**src/rtl/hazard_ctrl.sv**
```systemverilog
// -----------------------------------------------------------------------------
// hazard_ctrl
//   Central pipeline sequencer for the 5-stage core. Produces every stall and
//   flush strobe for the PC, IF/ID, ID/EX and EX/MEM registers, selects the PC
//   source on trap/mret, and sequences the two multi-cycle events: a fixed-length
//   iterative divide stall and the trap/mret flush-plus-drain.
//
//   Parameters
//     DIV_CYCLES  total cycles the divider occupies EX, counted from the start
//                 cycle (2..255)
//     CNT_W       width of the stall-cycle performance counter
//
//   Ports
//     i_clk, i_rst             clock, asynchronous active-high reset
//     i_clk_en                 global step enable for all registered state
//     i_rs1_d, i_rs2_d         ID-stage source registers
//     i_rd_e, i_mem_read_e     EX-stage destination / load flag
//     i_branch_taken_e         EX resolved a taken branch/jump
//     i_div_start_e            EX holds a div/rem (first cycle)
//     i_exception_valid_m      exception committed in MEM
//     i_mret_m                 mret in MEM
//     o_*_stall / o_*_flush    pipeline register controls
//     o_pc_sel                 00 seq/branch, 01 trap vector, 10 mepc
//     o_div_busy               divider sequence active
//     o_stall_cycles           saturating count of cycles with o_pc_stall=1
// -----------------------------------------------------------------------------
module hazard_ctrl #(
    parameter int DIV_CYCLES = 32,
    parameter int CNT_W      = 16
) (
    input  logic             i_clk,
    input  logic             i_rst,
    input  logic             i_clk_en,
    input  logic [4:0]       i_rs1_d,
    input  logic [4:0]       i_rs2_d,
    input  logic [4:0]       i_rd_e,
    input  logic             i_mem_read_e,
    input  logic             i_branch_taken_e,
    input  logic             i_div_start_e,
    input  logic             i_exception_valid_m,
    input  logic             i_mret_m,
    output logic             o_pc_stall,
    output logic             o_if_id_stall,
    output logic             o_if_id_flush,
    output logic             o_if_id_flush_exception,
    output logic             o_id_ex_stall,
    output logic             o_id_ex_flush,
    output logic             o_ex_mem_flush,
    output logic [1:0]       o_pc_sel,
    output logic             o_div_busy,
    output logic [CNT_W-1:0] o_stall_cycles
);

    typedef enum logic [1:0] {
        ST_RUN   = 2'd0,
        ST_DIV   = 2'd1,
        ST_DRAIN = 2'd2
    } state_t;

    localparam logic [1:0] PC_SEQ  = 2'b00;
    localparam logic [1:0] PC_TRAP = 2'b01;
    localparam logic [1:0] PC_MEPC = 2'b10;

    state_t           state_q, state_d;
    logic [7:0]       div_cnt_q, div_cnt_d;
    logic             div_done_q, div_done_d;
    logic [CNT_W-1:0] stall_cnt_q, stall_cnt_d;

    logic trap_any;
    logic load_use;
    logic div_enter;

    assign trap_any = i_exception_valid_m | i_mret_m;
    assign load_use = i_mem_read_e && (i_rd_e != 5'd0) &&
                      ((i_rd_e == i_rs1_d) || (i_rd_e == i_rs2_d));
    // The cycle after a divide completes the same instruction is still leaving
    // EX with i_div_start_e high; div_done_q keeps it from restarting.
    assign div_enter = (state_q == ST_RUN) && !i_branch_taken_e &&
                       i_div_start_e && !div_done_q;

    // -------------------------------------------------------------------------
    // State register
    // -------------------------------------------------------------------------
    // NOTE: registers use non-blocking assignments so every flop samples the
    // pre-edge value of its neighbours regardless of process evaluation order.
    always_ff @(posedge i_clk or posedge i_rst) begin
        if (i_rst) begin
            state_q     <= ST_RUN;
            div_cnt_q   <= '0;
            div_done_q  <= 1'b0;
            stall_cnt_q <= '0;
        end else begin
            state_q     <= state_d;
            div_cnt_q   <= div_cnt_d;
            div_done_q  <= div_done_d;
            stall_cnt_q <= stall_cnt_d;
        end
    end

    // -------------------------------------------------------------------------
    // Next-state logic
    // -------------------------------------------------------------------------
    // NOTE: every signal written here gets a default first; a path that leaves
    // one unassigned would infer a latch.
    always_comb begin
        state_d     = state_q;
        div_cnt_d   = div_cnt_q;
        div_done_d  = div_done_q;
        stall_cnt_d = stall_cnt_q;

        if (i_clk_en) begin
            div_done_d = 1'b0;
            if (o_pc_stall && (stall_cnt_q != {CNT_W{1'b1}})) begin
                stall_cnt_d = stall_cnt_q + 1'b1;
            end

            if (trap_any) begin
                // Trap/mret aborts any divide in flight.
                state_d   = ST_DRAIN;
                div_cnt_d = '0;
            end else begin
                unique case (state_q)
                    ST_RUN: begin
                        if (div_enter) begin
                            // Start cycle counts as one busy cycle, and the
                            // terminal count-0 cycle as another.
                            state_d   = ST_DIV;
                            div_cnt_d = 8'(DIV_CYCLES - 2);
                        end
                    end
                    ST_DIV: begin
                        if (div_cnt_q == 8'd0) begin
                            state_d    = ST_RUN;
                            div_done_d = 1'b1;
                        end else begin
                            div_cnt_d = div_cnt_q - 8'd1;
                        end
                    end
                    ST_DRAIN: state_d = ST_RUN;
                    default:  state_d = ST_RUN;
                endcase
            end
        end
    end

    // -------------------------------------------------------------------------
    // Output logic (combinational from state and current inputs)
    // -------------------------------------------------------------------------
    always_comb begin
        o_pc_stall              = 1'b0;
        o_if_id_stall           = 1'b0;
        o_if_id_flush           = 1'b0;
        o_if_id_flush_exception = 1'b0;
        o_id_ex_stall           = 1'b0;
        o_id_ex_flush           = 1'b0;
        o_ex_mem_flush          = 1'b0;
        o_pc_sel                = PC_SEQ;
        o_div_busy              = 1'b0;

        if (i_exception_valid_m) begin
            o_if_id_flush_exception = 1'b1;
            o_id_ex_flush           = 1'b1;
            o_ex_mem_flush          = 1'b1;
            o_pc_sel                = PC_TRAP;
        end else if (i_mret_m) begin
            o_if_id_flush  = 1'b1;
            o_id_ex_flush  = 1'b1;
            o_ex_mem_flush = 1'b1;
            o_pc_sel       = PC_MEPC;
        end else begin
            unique case (state_q)
                ST_DRAIN: begin
                    o_if_id_flush = 1'b1;
                    o_id_ex_flush = 1'b1;
                end
                ST_DIV: begin
                    o_pc_stall     = 1'b1;
                    o_if_id_stall  = 1'b1;
                    o_id_ex_stall  = 1'b1;
                    o_ex_mem_flush = 1'b1;
                    o_div_busy     = 1'b1;
                end
                default: begin
                    if (i_branch_taken_e) begin
                        o_if_id_flush = 1'b1;
                        o_id_ex_flush = 1'b1;
                    end else if (div_enter) begin
                        o_pc_stall     = 1'b1;
                        o_if_id_stall  = 1'b1;
                        o_id_ex_stall  = 1'b1;
                        o_ex_mem_flush = 1'b1;
                        o_div_busy     = 1'b1;
                    end else if (load_use) begin
                        // ID/EX gets a bubble while the load completes.
                        o_pc_stall    = 1'b1;
                        o_if_id_stall = 1'b1;
                        o_id_ex_flush = 1'b1;
                    end
                end
            endcase
        end
    end

    assign o_stall_cycles = stall_cnt_q;

endmodule

```
**config.mk**
```make
export PLATFORM = sky130hd
export DESIGN_NAME = hazard_ctrl
export DESIGN_NICKNAME = d
export VERILOG_FILES = /design/src/rtl/hazard_ctrl.sv
export SDC_FILE = /design/constraint.sdc
export NUM_CORES = 1
export LEC_CHECK = 0
export ABC_AREA = 1
export BUFFER_PORTS_ARGS = -buffer_cell sky130_fd_sc_hd__buf_2
export CORE_ASPECT_RATIO = 2
export CORE_MARGIN = 2
export CORE_UTILIZATION = 55
export DETAILED_ROUTE_END_ITERATION = 10
export PLACE_DENSITY = 0.93
export SYNTH_ARGS = -nofsm -noshare
export SYNTH_HDL_FRONTEND = slang
export SYNTH_SLANG_ARGS = --single-unit
```
**constraint.sdc**
```tcl
create_clock -name i_clk -period 4.9 [get_ports i_clk]
set_input_delay 0.98 -clock i_clk [delete_from_list [all_inputs] [get_ports i_clk]]
set_output_delay 0.98 -clock i_clk [all_outputs]
set_load 0.05 [all_outputs]
```
==> results.cfg <==
[critical_path]
path_buf_inv = 3
startpoint_type = input port
critical_path.top_delay_family = simple AND/OR/NAND/NOR gates
slowest_delay_ns = 0.28
path_class = input port to primary output
end_kind = primary output
arrival_ns = 2.16
required_ns = 3.92
path_cells = buf_2, inv_2, nand2_1, nand2_1, nor2_1, nand3_1, nand2_1, nand2_1, nand2_1, nand2_1, a21oi_1, buf_2
path_max_fanout = 3
slowest_stage = buf_2
critPathMostFrequentCell = nand2_1

[clock_network]
clk-insertion-delay-late_ns = 0.28
cts_hold_buf = 0
numCtsBuffers = 3
clockBufferDepth = 2
cts_tree = yes
cts_sinks = 27
cts_setup_buffers = 0
clk_pin_slew_ns = 0.09
cts_root_buf = clkbuf_8
cts.htree.levels = 1
ctsResizeCount = 0

[timing]
hold_viol = 0
clock.fmax_mhz = 319
worst_slew_pin_slew_ns = 1.03
rsz0062_at_grt = false
timing.setup.tns_ns = 0
holdWs_ns = 0.519
relSlewSlack = 0.316
setup_viol = 0
skew_ns = 0.00655
fin_crit_ns = 3.14
period_share = 0.640
slew_viol_final = 0

[layout]
fin_util = 0.662
final_cell_mix = 92 x nand2_1, 48 x buf_2, 31 x inv_1
final_layout_size_suffix_gt1_frac = 0.204
diodes = 0
area_growth_pct = 14.7
nNetsFinal = 358
mostFrequentLayoutCell = nand2_1
instances_no_fill = 377

[floorplanning]
initial_utilization = 0.577
die_h_um = 88.7
std_cell_rows = 30
dieArea_um2 = 4110
core-area_um2 = 3420
die_x_um = 46.3
io_pins = 49

[status]
status = finished clean

[power_and_ir_drop]
pwr_density_cell_nw_per_um2 = 263
p_leak_nw = 1.29
worst_ir_drop_vdd_uv = 207

[routing]
routed_wl_mm = 4.47
ant_nets = 0
drt_first_pass_iters = 4
viasPerCell = 5.16
drt-initial-drc-count = 47
avgRoutedWirePerCell_um = 11.8
num_vias = 1946
drc_errors = 0

[placed_design]
place_hpwl_mm = 3.50
io_buffers = 48
routabilityCongestion = 0.867
dpl.cell_count = 373

[synth]
syn_area_um2 = 1970
avgSynthCellArea_um2 = 6.92
synth.distinct_cells = 28
synth_seq_area_share = 0.343
syn_inst = 285
ys_warn_count = 0
ys_seq_elements = 27
syn_nets = 313

[global_route]
grt_overflow_total = 0
grt_pass1_vias = 1864
grt_max_degree = 28
grt_pass1_wl_mm = 7.16
grtUsageTotal = 0.236
antenna_found_initial = 0

[worst_hold_path]
hold_path_class = register to register

[job]
cap_violations = 0
-- layout make-up --
type	count	area, µm²
timing repair buffer	48	240
sequential	27	676
multi-input combinational	211	1090
tap	48	60.1
clock buffer	4	45.0
inverter	39	146
fill	309	1150
-- metal layers --
layer | vias up | wire length [µm] | track usage
met5 | - | 0 | 0
met4 | 0 | 129 | 0.114
met3 | 11 | 185 | 0.0347
met2 | 62 | 2530 | 0.467
met1 | 893 | 1620 | 0.210
li1 | 980 | - | -
-- worst paths after layout --
check	from	slack (ns)	endpoint	cells past startpoint
max in group asynchronous	i_rst	3.34	div_cnt_q[5]	2
min	state_q[1]	0.52	state_q[1]	2
min in group asynchronous	i_rst	0.94	o_stall_cycles[1]	2
max	i_rd_e[2]	1.76	o_pc_stall	12
max reg2reg	div_cnt_q[0]	2.82	div_cnt_q[3]	11
min reg2reg	state_q[1]	0.52	state_q[1]	2
-- sequential cells by signal, summed over array words and instances, names as in the netlist --
signal,flops
state_q,2
o_stall_cycles,16
div_cnt_q,8
div_done_q,1
-- worst reg2reg max path: cells and delay by family (launching register included) --
family | cells | cell delay [ns]
adders and majority gates | 1 | 0.21
and+or+nand+nor | 7 | 0.96
buffers and inverters | 1 | 0.13
DFF | 1 | 0.37
AOI/OAI and AO/OA | 2 | 0.28
-- cells in the mapped netlist, drive strengths merged --
cell type  instances  area, µm²
nand4              8       50.1
a21oi              3       15.0
buf                8       56.3
o22ai              1       6.26
a21boi             1       11.3
dfrtp             27        676
clkinv             1       3.75
o31ai              1       7.51
o21ai             10       50.0
xor2              14        123
xnor2              6       52.6
nor2              28        113
inv               38        143
ha                 5       62.6
o211ai             2       15.0
nor3               6       40.0
a31oi              2       27.5
nand3             28        140
nand2             96        380
-- cells by family (layout without fill, tap and decap cells) --
logic type,after synthesis,in the layout,synth area share
xor gates and xnor gates,20,20,0.0888
AOI/OAI and AO/OA,20,20,0.0673
and+or+nand+nor,166,166,0.367
buffers and inverters,47,91,0.103
DFF,27,27,0.343
adders and majority gates,5,5,0.0317
-- power by group --
part / total [mW] / switching, mW / internal (mW)
Sequential: 0.255 / 0.0143 / 0.241
Combinational: 0.212 / 0.151 / 0.0602
Clock: 0.127 / 0.0683 / 0.0584
-- per-stage QoR --
| step | total power [mW] | area [µm²] | setup WS (ns) |
|---|---|---|---|
| 5_1_grt | 0.629 | 2260 | 1.59 |
| 2_1_floorplan | 0.423 | 1970 | 1.26 |
| 4_1_cts | 0.598 | 2260 | 1.75 |
| 3_3_place_gp | 0.467 | 2220 | 1.79 |
| 3_5_place_dp | 0.473 | 2220 | 1.76 |
| 6_report | 0.594 | 2260 | 1.76 |
Note: power is estimated with default switching activity, not from simulation.
